--- src/rtl/id_decode_stage.sv ---
// RV32I/RV64I instruction decode stage; define RVCORE_MULDIV_EN to accept M-extension encodings.
// Latency: 1 cycle from accepted instruction to out_valid; sustains 1 instruction/cycle.
// Backpressure: main + skid register pair; in_ready is a flop (!skid valid), never combinational from out_ready.
module id_decode_stage #(
    parameter int              XLEN     = 32,
    parameter logic [XLEN-1:0] RESET_PC = '0
) (
    input  logic            clk,
    input  logic            rst,
    input  logic            flush,
    input  logic            in_valid,
    output logic            in_ready,
    input  logic [XLEN-1:0] in_pc,
    input  logic [31:0]     in_ir,
    output logic            out_valid,
    input  logic            out_ready,
    output logic [XLEN-1:0] out_pc,
    output logic [4:0]      out_rd,
    output logic [4:0]      out_rs1,
    output logic [4:0]      out_rs2,
    output logic [XLEN-1:0] out_imm,
    output logic            out_rf_we,
    output logic [10:0]     out_alu_ctrl,
    output logic [6:0]      out_bru_ctrl,
    output logic [3:0]      out_store_ctrl,
    output logic [4:0]      out_load_ctrl,
    output logic [7:0]      out_muldiv_ctrl,
    output logic            out_illegal
);

    localparam bit IS64 = (XLEN == 64);
`ifdef RVCORE_MULDIV_EN
    localparam bit MD_EN = 1'b1;
`else
    localparam bit MD_EN = 1'b0;
`endif

    localparam int A_NEG = 0, A_ADD = 1, A_UNS = 2, A_CMP = 3, A_ARITH = 4, A_SLL = 5;
    localparam int A_SRL = 6, A_XOR = 7, A_AND = 8, A_JAL = 9, A_WORD = 10;

    localparam logic [6:0] OPC_LOAD = 7'b0000011, OPC_MISC = 7'b0001111, OPC_OPIMM = 7'b0010011;
    localparam logic [6:0] OPC_AUIPC = 7'b0010111, OPC_OPIMM32 = 7'b0011011, OPC_STORE = 7'b0100011;
    localparam logic [6:0] OPC_OP = 7'b0110011, OPC_LUI = 7'b0110111, OPC_OP32 = 7'b0111011;
    localparam logic [6:0] OPC_BRANCH = 7'b1100011, OPC_JALR = 7'b1100111, OPC_JAL = 7'b1101111;
    localparam logic [6:0] OPC_SYSTEM = 7'b1110011;

    typedef struct packed {
        logic [XLEN-1:0] pc;
        logic [4:0]      rd;
        logic [4:0]      rs1;
        logic [4:0]      rs2;
        logic [XLEN-1:0] imm;
        logic            rf_we;
        logic [10:0]     alu;
        logic [6:0]      bru;
        logic [3:0]      st;
        logic [4:0]      ld;
        logic [7:0]      md;
        logic            illegal;
    } dec_t;

    // Compare ops are subtractions; OR is encoded as xor_or|or_and.
    function automatic logic [10:0] alu_op(input logic [2:0] f3, input logic alt);
        logic [10:0] a;
        a = '0;
        case (f3)
            3'b000:  begin a[A_ADD] = 1'b1; a[A_NEG] = alt; end
            3'b001:  a[A_SLL] = 1'b1;
            3'b010:  begin a[A_CMP] = 1'b1; a[A_NEG] = 1'b1; end
            3'b011:  begin a[A_CMP] = 1'b1; a[A_NEG] = 1'b1; a[A_UNS] = 1'b1; end
            3'b100:  a[A_XOR] = 1'b1;
            3'b101:  begin a[A_SRL] = 1'b1; a[A_ARITH] = alt; end
            3'b110:  begin a[A_XOR] = 1'b1; a[A_AND] = 1'b1; end
            default: a[A_AND] = 1'b1;
        endcase
        return a;
    endfunction

    logic [6:0]  opc;
    logic [2:0]  f3;
    logic [6:0]  f7;
    logic [31:0] imm32;
    logic        ill;
    dec_t        d;

    assign opc = in_ir[6:0];
    assign f3  = in_ir[14:12];
    assign f7  = in_ir[31:25];

    always_comb begin
        d       = '0;
        d.pc    = in_pc;
        d.rd    = in_ir[11:7];
        d.rs1   = in_ir[19:15];
        d.rs2   = in_ir[24:20];
        imm32   = {{20{in_ir[31]}}, in_ir[31:20]};
        ill     = 1'b0;
        case (opc)
            OPC_LUI, OPC_AUIPC: begin
                imm32 = {in_ir[31:12], 12'b0};
                d.alu[A_ADD] = 1'b1;
                d.rf_we = 1'b1;
            end
            OPC_OPIMM: begin
                d.alu   = alu_op(f3, (f3 == 3'b101) && in_ir[30]);
                d.rf_we = 1'b1;
                if (!IS64 && (f3 == 3'b001 || f3 == 3'b101) && in_ir[25]) ill = 1'b1;
            end
            OPC_OPIMM32: begin
                if (!IS64 || !(f3 == 3'b000 || f3 == 3'b001 || f3 == 3'b101)) ill = 1'b1;
                else begin
                    d.alu = alu_op(f3, (f3 == 3'b101) && in_ir[30]);
                    d.alu[A_WORD] = 1'b1;
                    d.rf_we = 1'b1;
                end
            end
            OPC_OP: begin
                if (f7 == 7'b0000000 || f7 == 7'b0100000) begin
                    d.alu   = alu_op(f3, f7[5] && (f3 == 3'b000 || f3 == 3'b101));
                    d.rf_we = 1'b1;
                end else if (MD_EN && f7 == 7'b0000001) begin
                    d.md    = 8'b1 << f3;
                    d.rf_we = 1'b1;
                end else ill = 1'b1;
            end
            OPC_OP32: begin
                if (!IS64) ill = 1'b1;
                else if (f7 == 7'b0000000 || f7 == 7'b0100000) begin
                    if (f3 == 3'b000 || f3 == 3'b001 || f3 == 3'b101) begin
                        d.alu = alu_op(f3, f7[5]);
                        d.alu[A_WORD] = 1'b1;
                        d.rf_we = 1'b1;
                    end else ill = 1'b1;
                end else if (MD_EN && f7 == 7'b0000001) begin
                    if (f3 == 3'b001 || f3 == 3'b010 || f3 == 3'b011) ill = 1'b1;
                    else begin
                        d.md    = 8'b1 << f3;
                        d.rf_we = 1'b1;
                    end
                end else ill = 1'b1;
            end
            OPC_LOAD: begin
                d.alu[A_ADD] = 1'b1;
                d.rf_we = 1'b1;
                case (f3)
                    3'b000:  d.ld = 5'b00011;
                    3'b001:  d.ld = 5'b00101;
                    3'b010:  d.ld = 5'b01001;
                    3'b011:  if (IS64) d.ld = 5'b10001; else ill = 1'b1;
                    3'b100:  d.ld = 5'b00010;
                    3'b101:  d.ld = 5'b00100;
                    3'b110:  if (IS64) d.ld = 5'b01000; else ill = 1'b1;
                    default: ill = 1'b1;
                endcase
            end
            OPC_STORE: begin
                imm32 = {{20{in_ir[31]}}, in_ir[31:25], in_ir[11:7]};
                d.alu[A_ADD] = 1'b1;
                case (f3)
                    3'b000:  d.st = 4'b0001;
                    3'b001:  d.st = 4'b0010;
                    3'b010:  d.st = 4'b0100;
                    3'b011:  if (IS64) d.st = 4'b1000; else ill = 1'b1;
                    default: ill = 1'b1;
                endcase
            end
            OPC_BRANCH: begin
                imm32 = {{20{in_ir[31]}}, in_ir[7], in_ir[30:25], in_ir[11:8], 1'b0};
                case (f3)
                    3'b000:  d.bru = 7'b0001000;
                    3'b001:  d.bru = 7'b0010000;
                    3'b100:  d.bru = 7'b0100001;
                    3'b101:  d.bru = 7'b1000001;
                    3'b110:  d.bru = 7'b0100000;
                    3'b111:  d.bru = 7'b1000000;
                    default: ill = 1'b1;
                endcase
            end
            OPC_JAL: begin
                imm32 = {{12{in_ir[31]}}, in_ir[19:12], in_ir[20], in_ir[30:21], 1'b0};
                d.alu[A_JAL] = 1'b1;
                d.bru = 7'b0000100;
                d.rf_we = 1'b1;
            end
            OPC_JALR: begin
                d.alu[A_JAL] = 1'b1;
                d.bru = 7'b0000010;
                d.rf_we = 1'b1;
            end
            OPC_MISC, OPC_SYSTEM: ;
            default: ill = 1'b1;
        endcase
        d.imm = XLEN'($signed(imm32));
        if (ill) begin
            d.rf_we = 1'b0;
            d.alu   = '0;
            d.bru   = '0;
            d.st    = '0;
            d.ld    = '0;
            d.md    = '0;
        end
        if (d.rd == 5'd0) d.rf_we = 1'b0;
        d.illegal = ill;
    end

    logic m_vld, s_vld, acc, m_free;
    dec_t m, s;

    assign in_ready = !s_vld;
    assign acc      = in_valid && in_ready;
    assign m_free   = !m_vld || out_ready;

    always_ff @(posedge clk or posedge rst) begin
        if (rst) begin
            m_vld <= 1'b0;
            s_vld <= 1'b0;
        end else if (flush) begin
            m_vld <= 1'b0;
            s_vld <= 1'b0;
        end else if (m_free) begin
            if (s_vld) begin
                m_vld <= 1'b1;
                s_vld <= 1'b0;
            end else m_vld <= acc;
        end else if (acc) s_vld <= 1'b1;
    end

    // Data regs only load on a real transfer so outputs hold while stalled.
    always_ff @(posedge clk or posedge rst) begin
        if (rst) begin
            m    <= '0;
            m.pc <= RESET_PC;
        end else if (!flush && m_free) begin
            if (s_vld) m <= s;
            else if (acc) m <= d;
        end
    end

    always_ff @(posedge clk) begin
        if (!flush && !m_free && acc) s <= d;
    end

    assign out_valid       = m_vld;
    assign out_pc          = m.pc;
    assign out_rd          = m.rd;
    assign out_rs1         = m.rs1;
    assign out_rs2         = m.rs2;
    assign out_imm         = m.imm;
    assign out_rf_we       = m.rf_we;
    assign out_alu_ctrl    = m.alu;
    assign out_bru_ctrl    = m.bru;
    assign out_store_ctrl  = m.st;
    assign out_load_ctrl   = m.ld;
    assign out_muldiv_ctrl = m.md;
    assign out_illegal     = m.illegal;

endmodule
--- config.mk ---
export PLATFORM = sky130hd
export DESIGN_NAME = id_decode_stage
export DESIGN_NICKNAME = d
export VERILOG_FILES = /design/src/rtl/id_decode_stage.sv
export SDC_FILE = /design/constraint.sdc
export NUM_CORES = 1
export LEC_CHECK = 0
export ABC_AREA = 1
export BUFFER_PORTS_ARGS = -buffer_cell sky130_fd_sc_hd__buf_2
export CAP_MARGIN = 10
export CORE_MARGIN = 8
export CORE_UTILIZATION = 51
export CTS_BUF_LIST = sky130_fd_sc_hd__clkbuf_2 sky130_fd_sc_hd__clkbuf_4 sky130_fd_sc_hd__clkbuf_8
export DETAILED_ROUTE_END_ITERATION = 16
export GPL_TIMING_DRIVEN = 0
export PLACE_DENSITY_LB_ADDON = 0.25
export SLEW_MARGIN = 25
export SYNTH_ARGS = -nofsm -noshare
export SYNTH_HDL_FRONTEND = slang
export SYNTH_SLANG_ARGS = --single-unit
--- constraint.sdc ---
create_clock -name clk -period 10.36 [get_ports clk]
set_input_delay 1.036 -clock clk [delete_from_list [all_inputs] [get_ports clk]]
set_output_delay 1.036 -clock clk [all_outputs]
set_load 0.03 [all_outputs]
# --- Word-level counts from Yosys, hierarchy flattened ---
# Cells that the tools add are included.
classes:
  add_sub_neg: 0
  mul: 0
  n_div: 0
  n_lt_le_gt_ge: 0
  n_eq_ne: 19
  n_shift: 0
  n_mux: 41
  bitwise_logic: 0
  reduce_logical: 33
op_table:
  columns: ["cell", "n"]
  rows:
  - ["$mux 116", 2]
  - ["$pmux 31 s4", 1]
  - ["$pmux 7 s6", 1]
  - ["$mux 36", 1]
  - ["$eq 7x6->1 const B", 4]
  - ["$eq 7x7->1 const B", 4]
  - ["$reduce_or 6->1", 4]
  - ["$mux 1", 22]
  - ["$pmux 7 s3", 1]
  - ["$pmux 4 s5", 1]
  - ["$eq 7x5->1 const B", 2]
  - ["$pmux 7 s2", 1]
  - ["$eq 3x3->1 const B", 4]
  - ["$mux 12", 1]
  - ["$pmux 1 s2", 5]
  - ["$pmux 3 s3", 1]
  - ["$reduce_or 2->1", 4]
  - ["$eq 7x2->1 const B", 1]
  - ["$eq 7x4->1 const B", 1]
  - ["$logic_and 1x1->1", 7]
  - ["$logic_not 7->1", 1]
  - ["$eq 3x2->1 const B", 2]
  - ["$pmux 1 s6", 1]
  - ["$logic_not 5->1", 1]
  - ["13 further kinds", 20]
word_totals:
  regBits: 234
  latchBits: 0
  ram_bits: 0
  rom_bits: 0
  in_bits: 69
  elab_cells: 119
  n_memories: 0

# --- Depth between registers and ports, before layout ---
# Gate-level depths: netlist of the first run.
logic_depth:
  depth_word: 10
  ltp_mapped: 12
  mapped_depth_nobuf: 12

# --- Least setup slack after synthesis of the first run ---
# No wires, ideal clock.
synth_timing:
  path_kind: "input-to-reg"
  from: "in out_ready"
  to: "reg s[0] (netlist name) (enable)"
  setup_ns: 0.697
  arrival_time_ns: 8.538
  t_required_ns: 9.663
  path_slack_ns: 1.125
  stages: 5
  cell_sequence: "nor2_1 -> inv_1 -> nor2_1 -> inv_1 -> nor3_1"
synth_between:
  elab_chain_cells: 4
synth_lines:
  columns: ["item", "line_no", "rtl"]
  rows:
  - ["start: declaration", "16", "input logic out_ready,"]
  - ["$logic_or 1x1->1", "211", "assign m_free = !m_vld || out_ready;"]
  - ["$logic_not 1->1", "240", "if (!flush && !m_free && acc) s <= d;"]
  - ["$logic_and 1x1->1 (2 in a row)", "240", null]
  - ["end signal: assignment", "240", null]
  - ["end: declaration", "207", "dec_t m, s;"]
# No other way between the ends.
# A chain may end at the register's enable or synchronous reset.

# --- Final worst setup path of the first run ---
layout_timing:
  from: "reg s_vld"
  to: "out in_ready"
layout_between:
  elab_chain_cells: 1
layout_lines:
  columns: ["item", "line_no", "rtl"]
  rows:
  - ["start: declaration", "206", "logic m_vld, s_vld, acc, m_free;"]
  - ["start signal: assignment", "216", "s_vld <= 1'b0;"]
  - ["start signal: assignment", "219", "s_vld <= 1'b0;"]
  - ["start signal: assignment", "223", "s_vld <= 1'b0;"]
  - ["$logic_not 1->1", "209", "assign in_ready = !s_vld;"]
  - ["end: declaration", "12", "output logic in_ready,"]
# No other way between the ends.

==> out/qor.txt, run 1 <==
Hold buffers post-CTS: 0
Critical Path, Cell by Cell: buf_2, inv_2, buf_2, buf_2, buf_2
GRT Total Usage: 23.2%
Gpl congestion: 0.927
Initial DRC count: 576
Primary FF master, synth: dfrtp_1
Critical Path End Type: output port
CTS tree: yes
H-tree Lvls: 2
Syn_area_per_cell: 9.76 um2
Startpoint Class: flip-flop
Worst-path fanout max: 10
Fmax: 327 MHz
DRT Pass-1 Iters: 5
Placement Rows: 49
Final worst-path cycle share: 29.6%
Synth cell types: 34
Synth Warn #: 0
Worst reg2reg endpoint: s[21]
Worst R2R Setup Slack: 7690 ps
Setup Fix Bufs, Post-CTS: 0
Synth top area cells: edfxtp_1 (34%), dfrtp_1 (29%), nand2_1 (8.2%), nor2_1 (7.1%), o21ai_0 (4.1%)
Global-route wire length before repair: 40700 um
Post-synthesis sequential area ratio: 63.0%
Commonest cells in the netlist: nand2_1 (202), nor2_1 (175), dfrtp_1 (107)
Clk_lat worst skew: 520 ps
Crit path time final: 3060 ps
Slew @ Worst Pin: 695 ps
Worst slew margin: 53.7%
Crit-path slowest cell: dfrtp_1
CTS buffer count: 36
Chip width: 151 um
RSZ-0062 raised after global routing: false
Final Slew Violations: 0
CP max stage delay: 350 ps
Post-Layout Inst Area: 11400 um2
Top cell by count, worst path: buf_2
Top-count cell post-synth: nand2_1
Worst r2r src: out_valid
Post-layout util: 63.6%
Layout cells sized above 1: 27.5%
Die area: 22700 um2
Max Clock Skew: 11.7 ps
Core outline area: 17900 um2
Synth async-reset ratio: 50.5%
Data arrival time of the critical path: 2030 ps
Largest area contributor in the netlist: edfxtp_1
Vias: 7568
Setup crit end: in_ready
Root Driver: clkbuf_8
Die height: 151 um
Nets: 1254
Mapped Cells: 948
Final std cells w/o fill: 1445
Post-place setup slack: 6960 ps
Worst setup margin: 7300 ps
Synthesized cell area: 9260 um2
DRC: 0
Post-CTS Resized: 0
Initial Util: 51.7%
Placed Area: 10600 um2
Maximum VDD drop: 0.116 mV
Port bufs: 175
Number of routed nets with antenna violations: 0
Final WL: 26400 um
Reg clk slew, reported paths: 50 ps
Max Cap Viol: 0
Layout area overhead: 23.0%
Crit path from: s_vld
Final hold vios: 0
Hold Crit Class: flip-flop to flip-flop
FF+latch count, synth: 212
Vias in the first global route: 7577
Post-DP HPWL: 19400 um
Pin count of the biggest net entering global routing: 62
Boundary pin count: 187
Leak: 5.48 nW
Average wire per cell in the routed design: 18.2 um
Worst Reg-to-Reg Cells: 11
Antenna violations before repair: 1
Status: finished, final reports clean
Grt total ovfl: 0
Post-synth EDFFs: 105
Clk buf depth: 3
Dpl cells: 1376
Finish-stage setup viols: 0
Top-area cell type share of the netlist area: 34.1%
Num Clock Sinks: 212
Pwr dens: 189 nW/um2
Filler Cell Count: 1526
Kind of critical path: flip-flop to output port
WP data required: 9320 ps
Vias per inst: 5.24
-- kinds of logic (layout without fill, tap and decap cells) --
| kind of cell | count (synthesis) | count (layout) | synth area share, % |
|---|---|---|---|
| flip-flops | 212 | 212 | 63.0 |
| other | 1 | 14 | 0.0405 |
| AND/OR/NAND/NOR | 450 | 450 | 20.9 |
| buffers and inverters | 115 | 370 | 5.50 |
| AO/OA/AOI/OAI | 170 | 170 | 10.6 |
-- registers in the layout, summed over array words and instances (netlist names), 4 cells and up --
signal / cells
out_alu_ctrl: 10
out_imm: 32
out_load_ctrl: 4
out_rd: 5
out_bru_ctrl: 7
out_pc: 32
out_rs1: 5
out_rs2: 5
s: 105
-- layout make-up --
class / count / area (um2) / share of cell area [%]
inverters: 55 / 211 / 1.86
clock inverters: 7 / 67.6 / 0.593
flip-flops and latches: 212 / 5830 / 51.2
diodes: 3 / 7.51 / 0.0659
plain buffers: 60 / 303 / 2.66
clock buffers: 59 / 712 / 6.25
well taps: 229 / 287 / 2.52
multi-input cells: 631 / 2960 / 26.0
repair buffers: 189 / 1010 / 8.89
-- worst min path at each step --
| stage | slack [ps] | start | cells past startpoint | to |
|---|---|---|---|---|
| 4_1_cts | 480 | out_imm[28] | 2 | out_imm[28] |
| 6_report | 470 | out_imm[22] | 2 | out_imm[22] |
| 3_3_place_gp | 460 | out_alu_ctrl[4] | 2 | out_alu_ctrl[4] |
| 5_1_grt | 490 | out_pc[14] | 2 | out_pc[14] |
| 2_1_floorplan | 450 | s[21] | 2 | out_bru_ctrl[3] |
| 3_5_place_dp | 460 | out_imm[28] | 2 | out_imm[28] |
-- stage by stage --
stage	hold slack (ps)	TNS (ps)	total power (W)
6_report	471	0	0.00216
5_1_grt	489	0	0.00224
4_1_cts	476	0	0.00217
3_5_place_dp	460	0	0.00138
3_3_place_gp	459	-248350	0.00137
2_1_floorplan	455	0	0.00124
-- power by group --
part | switching [W] | internal [W] | total (W)
clock network | 0.000335 | 0.000461 | 0.000796
logic | 0.000275 | 0.000104 | 0.000379
registers | 0.0000311 | 0.000951 | 0.000982
total | 0.000641 | 0.00152 | 0.00216
-- layout by cell type, fill, tap and decap left out, drive strengths merged, types with 11 or more instances in the layout --
cell      n
buf     218
clkbuf   90
conb     11
dfrtp   107
edfxtp  105
inv      55
nand2   212
nand3    37
nor2    183
o21ai   114
o31ai    35
-- worst max-delay path: cells and delay by family, from the launching register on --
kind	cells	cell delay [ps]
buffers and inverters	5	1150
flip-flops	1	350
-- per-layer routing --
metal	share of wire (%)	wire length [um]	vias up	track usage [%]
li1	-	-	3617	-
met1	42	11000	3593	29.3
met2	47	12500	303	38.1
met3	8.4	2210	53	5.98
met4	2.6	694	2	8.02
met5	0.046	12	-	0
Power figures use the tool's default switching activity.
==> inputs of run 2 (changes only) <==
- clock period: 10.36 -> 2.59 ns (I/O delays scaled with it)
==> run 2 against run 1 <==
Via count increased by 3.1%; utilization is 2.7 points higher; power grew to 4.0 times the previous value; final area rose by 4.2%; wire length increased by 2.5%; clock skew is 9.5 ps higher; sequential share of layout area is 2.1 points lower; clock power rose to 3.8 times the previous value.
==> out/qor.txt, run 2 (synthesis results as in run 1) <==
CP max stage delay: 750 ps
Most frequent cells in the layout: nand2_1 (202), buf_2 (189), nor2_1 (174)
Layout cells sized above 1: 26.2%
Crit path time final: 2350 ps
Grt total ovfl: 0
H-tree Lvls: 2
Vias: 7804
Fmax: 426 MHz
Kind of critical path: flip-flop to flip-flop
Placement Rows: 49
Largest reg by FF count: s
Die height: 151 um
Startpoint Class: flip-flop
Placed Area: 10600 um2
Number of routed nets with antenna violations: 0
CTS tree: yes
Num Clock Sinks: 212
Status: finished, final reports clean
Leak: 5.65 nW
Hold Crit Class: input pin to flip-flop
Crit-path slowest cell: nor3_4
Final WL: 27000 um
Max Cap Viol: 0
Reg clk slew, reported paths: 60 ps
Final Slew Violations: 0
RSZ-0062 raised after global routing: false
CTS buffer count: 37
Maximum VDD drop: 0.527 mV
GRT Total Usage: 23.9%
Antenna violations before repair: 0
Clk buf depth: 3
Vias in the first global route: 7882
Overall power: 0.00854 W
Post-Layout Inst Area: 11900 um2
DRC: 0
Finish-stage setup viols: 0
Post-DP HPWL: 19300 um
Max Clock Skew: 21.2 ps
Slew @ Worst Pin: 771 ps
Layout area overhead: 28.3%
Most common cell after layout, fill and taps aside: nand2_1
Worst-path fanout max: 15
Root Driver: clkbuf_8
Critical Path, Cell by Cell: buf_2, clkbuf_1, nor3_4, buf_6, buf_8
Nets: 1300
Final hold vios: 0
Clk_lat worst skew: 530 ps
Max reg flops: 105
Initial Util: 51.7%
Global-route wire length before repair: 42100 um
Data arrival time of the critical path: 2570 ps
Worst slew margin: 48.4%
Pin count of the biggest net entering global routing: 32
Vias per inst: 5.24
Pwr dens: 719 nW/um2
Crit-path leading delay family: buffers and inverters
Setup TNS Final: 0 ps
Buf/Inv on CP: 4
Average wire per cell in the routed design: 18.1 um
WP data required: 2810 ps
Initial DRC count: 642
Port bufs: 175
Final worst-path cycle share: 90.7%
Setup Fix Bufs, Post-CTS: 0
Core outline area: 17900 um2
Boundary pin count: 187
DRT Pass-1 Iters: 5
Chip width: 151 um
Gpl congestion: 0.901
Die area: 22700 um2
Critical Path End Type: flip-flop
## run 2: through the flow
stage,worst slack [ps],cells,hold WS (ps),utilization (%)
after floorplan,-1200,958,358,-
after global placement,-2460,1362,448,58.5
after detailed placement,271,1372,405,59.5
after CTS,260,1488,7.16,66.3
after global routing,146,1488,15.2,66.3
final,241,1489,45.4,66.3
## run 2: power breakdown
| group | total [W] | leakage (nW) | internal (W) | switching (W) |
|---|---|---|---|---|
| sequential | 0.00394 | 2.35 | 0.00381 | 0.000131 |
| combinational | 0.00159 | 2.92 | 0.000472 | 0.00112 |
| clock | 0.00301 | 0.386 | 0.00168 | 0.00133 |
## run 2: final cells by class
class / instances / area (um2)
multi-input combinational: 631 / 2970
inverter: 55 / 210
buffer: 60 / 303
tap: 229 / 287
antenna: 1 / 2.50
sequential: 212 / 5830
timing repair buffer: 234 / 1540
fill: 1456 / 6030
clock inverter: 9 / 43.8
clock buffer: 58 / 686
## run 2: routing by layer
metal	global-route usage [%]	vias to the layer above	part of all wire, %
met5	0	-	0
met4	9.10	0	2.6
met3	4.24	46	7.6
met2	39.5	292	49
met1	31.0	3759	41
li1	-	3707	-
## run 2: path summary, 6_finish.rpt
check / start / end / slack [ps] / cells past startpoint
hold reg to reg: out_bru_ctrl[0] / out_bru_ctrl[0] / 470 / 2
setup reg to reg: s_vld / s[27] / 240 / 5
setup / recovery: s_vld / s[27] / 240 / 5
max in group asynchronous: rst / out_bru_ctrl[6] / 1390 / 5
min in group asynchronous: rst / out_pc[29] / 400 / 3
hold / removal: in_ir[21] / s[70] / 50 / 1
## run 2: what timing repair did
| item | 4_1_cts | 5_1_grt |
|---|---|---|
| hold buffers | 49 | 0 |
| endpoints found under the hold margin | 75 | 0 |
| resized for setup | 0 | 0 |
## run 2: worst reg2reg max path, stage by stage, from the launching register on
cell	delay (ps)
dfrtp_1	350
buf_2	150
clkbuf_1	320
nor3_4	750
buf_6	290
buf_8	190
==> inputs of run 3 (changes only) <==
- BUFFER_PORTS_ARGS: -buffer_cell sky130_fd_sc_hd__buf_2 -> -buffer_cell sky130_fd_sc_hd__clkbuf_2
==> run 3 against run 2 <==
Power grew 2.4%; register-to-register slack improved by 90 ps; clock skew is essentially flat; flip-flop and latch count stayed put; critical path depth is the same; critical endpoint is now in_ready; sequential share of layout area fell by 0.26 points; worst setup slack improved by 21 ps.
==> out/qor.txt, run 3 (synthesis results as in run 1) <==
Kind of critical path: flip-flop to output port
Die height: 151 um
Filler Cell Count: 1428
Worst R2R Setup Slack: 330 ps
Vias: 7745
Gpl congestion: 0.903
Vias per inst: 5.20
Most frequent cells in the layout: nand2_1 (202), clkbuf_2 (175), nor2_1 (174)
Top cell by count, worst path: buf_2
Final hold slack: 43.8 ps
Cell Int Power: 0.00610 W
Worst slew margin: 53.2%
Leak: 5.68 nW
Crit-path slowest cell: dfrtp_1
Buf/Inv on CP: 5
Crit-path leading delay family: buffers and inverters
WP data required: 2330 ps
# diodes: 0
Root Driver: clkbuf_8
GRT Total Usage: 23.5%
CTS buffer count: 36
Clock power share: 36.8%
Hold buffers post-CTS: 50
Critical Path End Type: output port
Vias in the first global route: 7734
Chip width: 151 um
Sequential power share: 45.0%
DRC: 0
Max Clock Skew: 21.3 ps
Post-CTS Resized: 0
Fmax: 429 MHz
Initial DRC count: 598
Pin count of the biggest net entering global routing: 32
Worst-path fanout max: 10
Largest reg by FF count: s
DRT Pass-1 Iters: 5
Placement Rows: 49
Layout area overhead: 28.9%
Final WL: 27000 um
Average wire per cell in the routed design: 18.2 um
Pwr dens: 733 nW/um2
Boundary pin count: 187
Antenna violations before repair: 0
Gate power share: 18.2%
Max reg flops: 105
Data arrival time of the critical path: 2070 ps
Port bufs: 175
Reg clk slew, reported paths: 60 ps
Final Slew Violations: 0
Global-route wire length before repair: 41500 um
Maximum VDD drop: 0.511 mV
Max Cap Viol: 0
Die area: 22700 um2
FF+latch area: 5830 um2
Core outline area: 17900 um2
Crit path time final: 2330 ps
Most common cell after layout, fill and taps aside: nand2_1
Clk_lat worst skew: 530 ps
H-tree Lvls: 2
Critical Path, Cell by Cell: buf_2, inv_2, buf_2, buf_2, clkbuf_2
Hold Crit Class: input pin to flip-flop
Switching Share: 30.2%
Overall power: 0.00875 W
Nets: 1300
CTS tree: yes
Startpoint Class: flip-flop
Initial Util: 51.7%
Clk buf depth: 3
Num Clock Sinks: 212
Net Switching: 0.00264 W
CP max stage delay: 350 ps
RSZ-0062 raised after global routing: false
Number of routed nets with antenna violations: 0
Slew @ Worst Pin: 701 ps
Final worst-path cycle share: 89.9%
Layout cells sized above 1: 26.4%
Multi-input logic area: 2970 um2
Setup Fix Bufs, Post-CTS: 0
Post-layout util: 66.7%
Final hold vios: 0
Grt total ovfl: 0
Post-DP HPWL: 19300 um
Finish-stage setup viols: 0
Status: finished, final reports clean
==> run 3: metal layers <==
layer | vias up | track usage [%] | routed length (um)
met5 | - | 0 | 0
met4 | 0 | 7.87 | 624
met3 | 50 | 5.23 | 2460
met2 | 322 | 39.0 | 13000
met1 | 3655 | 30.1 | 10900
li1 | 3718 | - | -
==> run 3: path summary, 6_finish.rpt <==
| kind | startpoint | endpoint | depth (start not counted) |
|---|---|---|---|
| max | s_vld | in_ready | 5 |
| min | flush | out_valid | 4 |
| max reg2reg | s_vld | s[18] | 5 |
| min reg2reg | out_imm[20] | out_imm[20] | 2 |
| max in group asynchronous | rst | out_bru_ctrl[6] | 5 |
| min in group asynchronous | rst | out_rs1[1] | 3 |
==> run 3: power by group through the flow <==
stage	Clock (W)	Sequential (W)	Combinational, W
2_1_floorplan	0	0.00448	0.000486
3_3_place_gp	0	0.00399	0.00148
3_5_place_dp	0	0.00400	0.00153
4_1_cts	0.00326	0.00394	0.00159
5_1_grt	0.00341	0.00397	0.00171
6_report	0.00322	0.00394	0.00159
==> run 3: final cells by class <==
type	instances	share of cell area, %
Sequential cell	212	48.9
Clock inverter	12	0.797
Tap cell	229	2.40
Multi-Input combinational cell	631	24.9
Inverter	55	1.76
Clock buffer	54	5.81
Timing Repair Buffer	235	12.9
Buffer	60	2.54
==> run 3: worst min-delay path: cells and delay by family <==
kind	cells	cell delay (ps)
compound gates	1	50
buf+inv	2	170
simple gates	1	60
==> run 3: stage by stage <==
stage                     TNS [ps]  setup slack [ps]  cell area [um2]  instances
after floorplan            -126440             -1200             9320        958
after global placement     -256880             -2460            10500       1362
after detailed placement         0               377            10600       1372
after CTS                        0               250            11900       1488
after global routing             0               184            11900       1488
final                            0               262            11900       1488
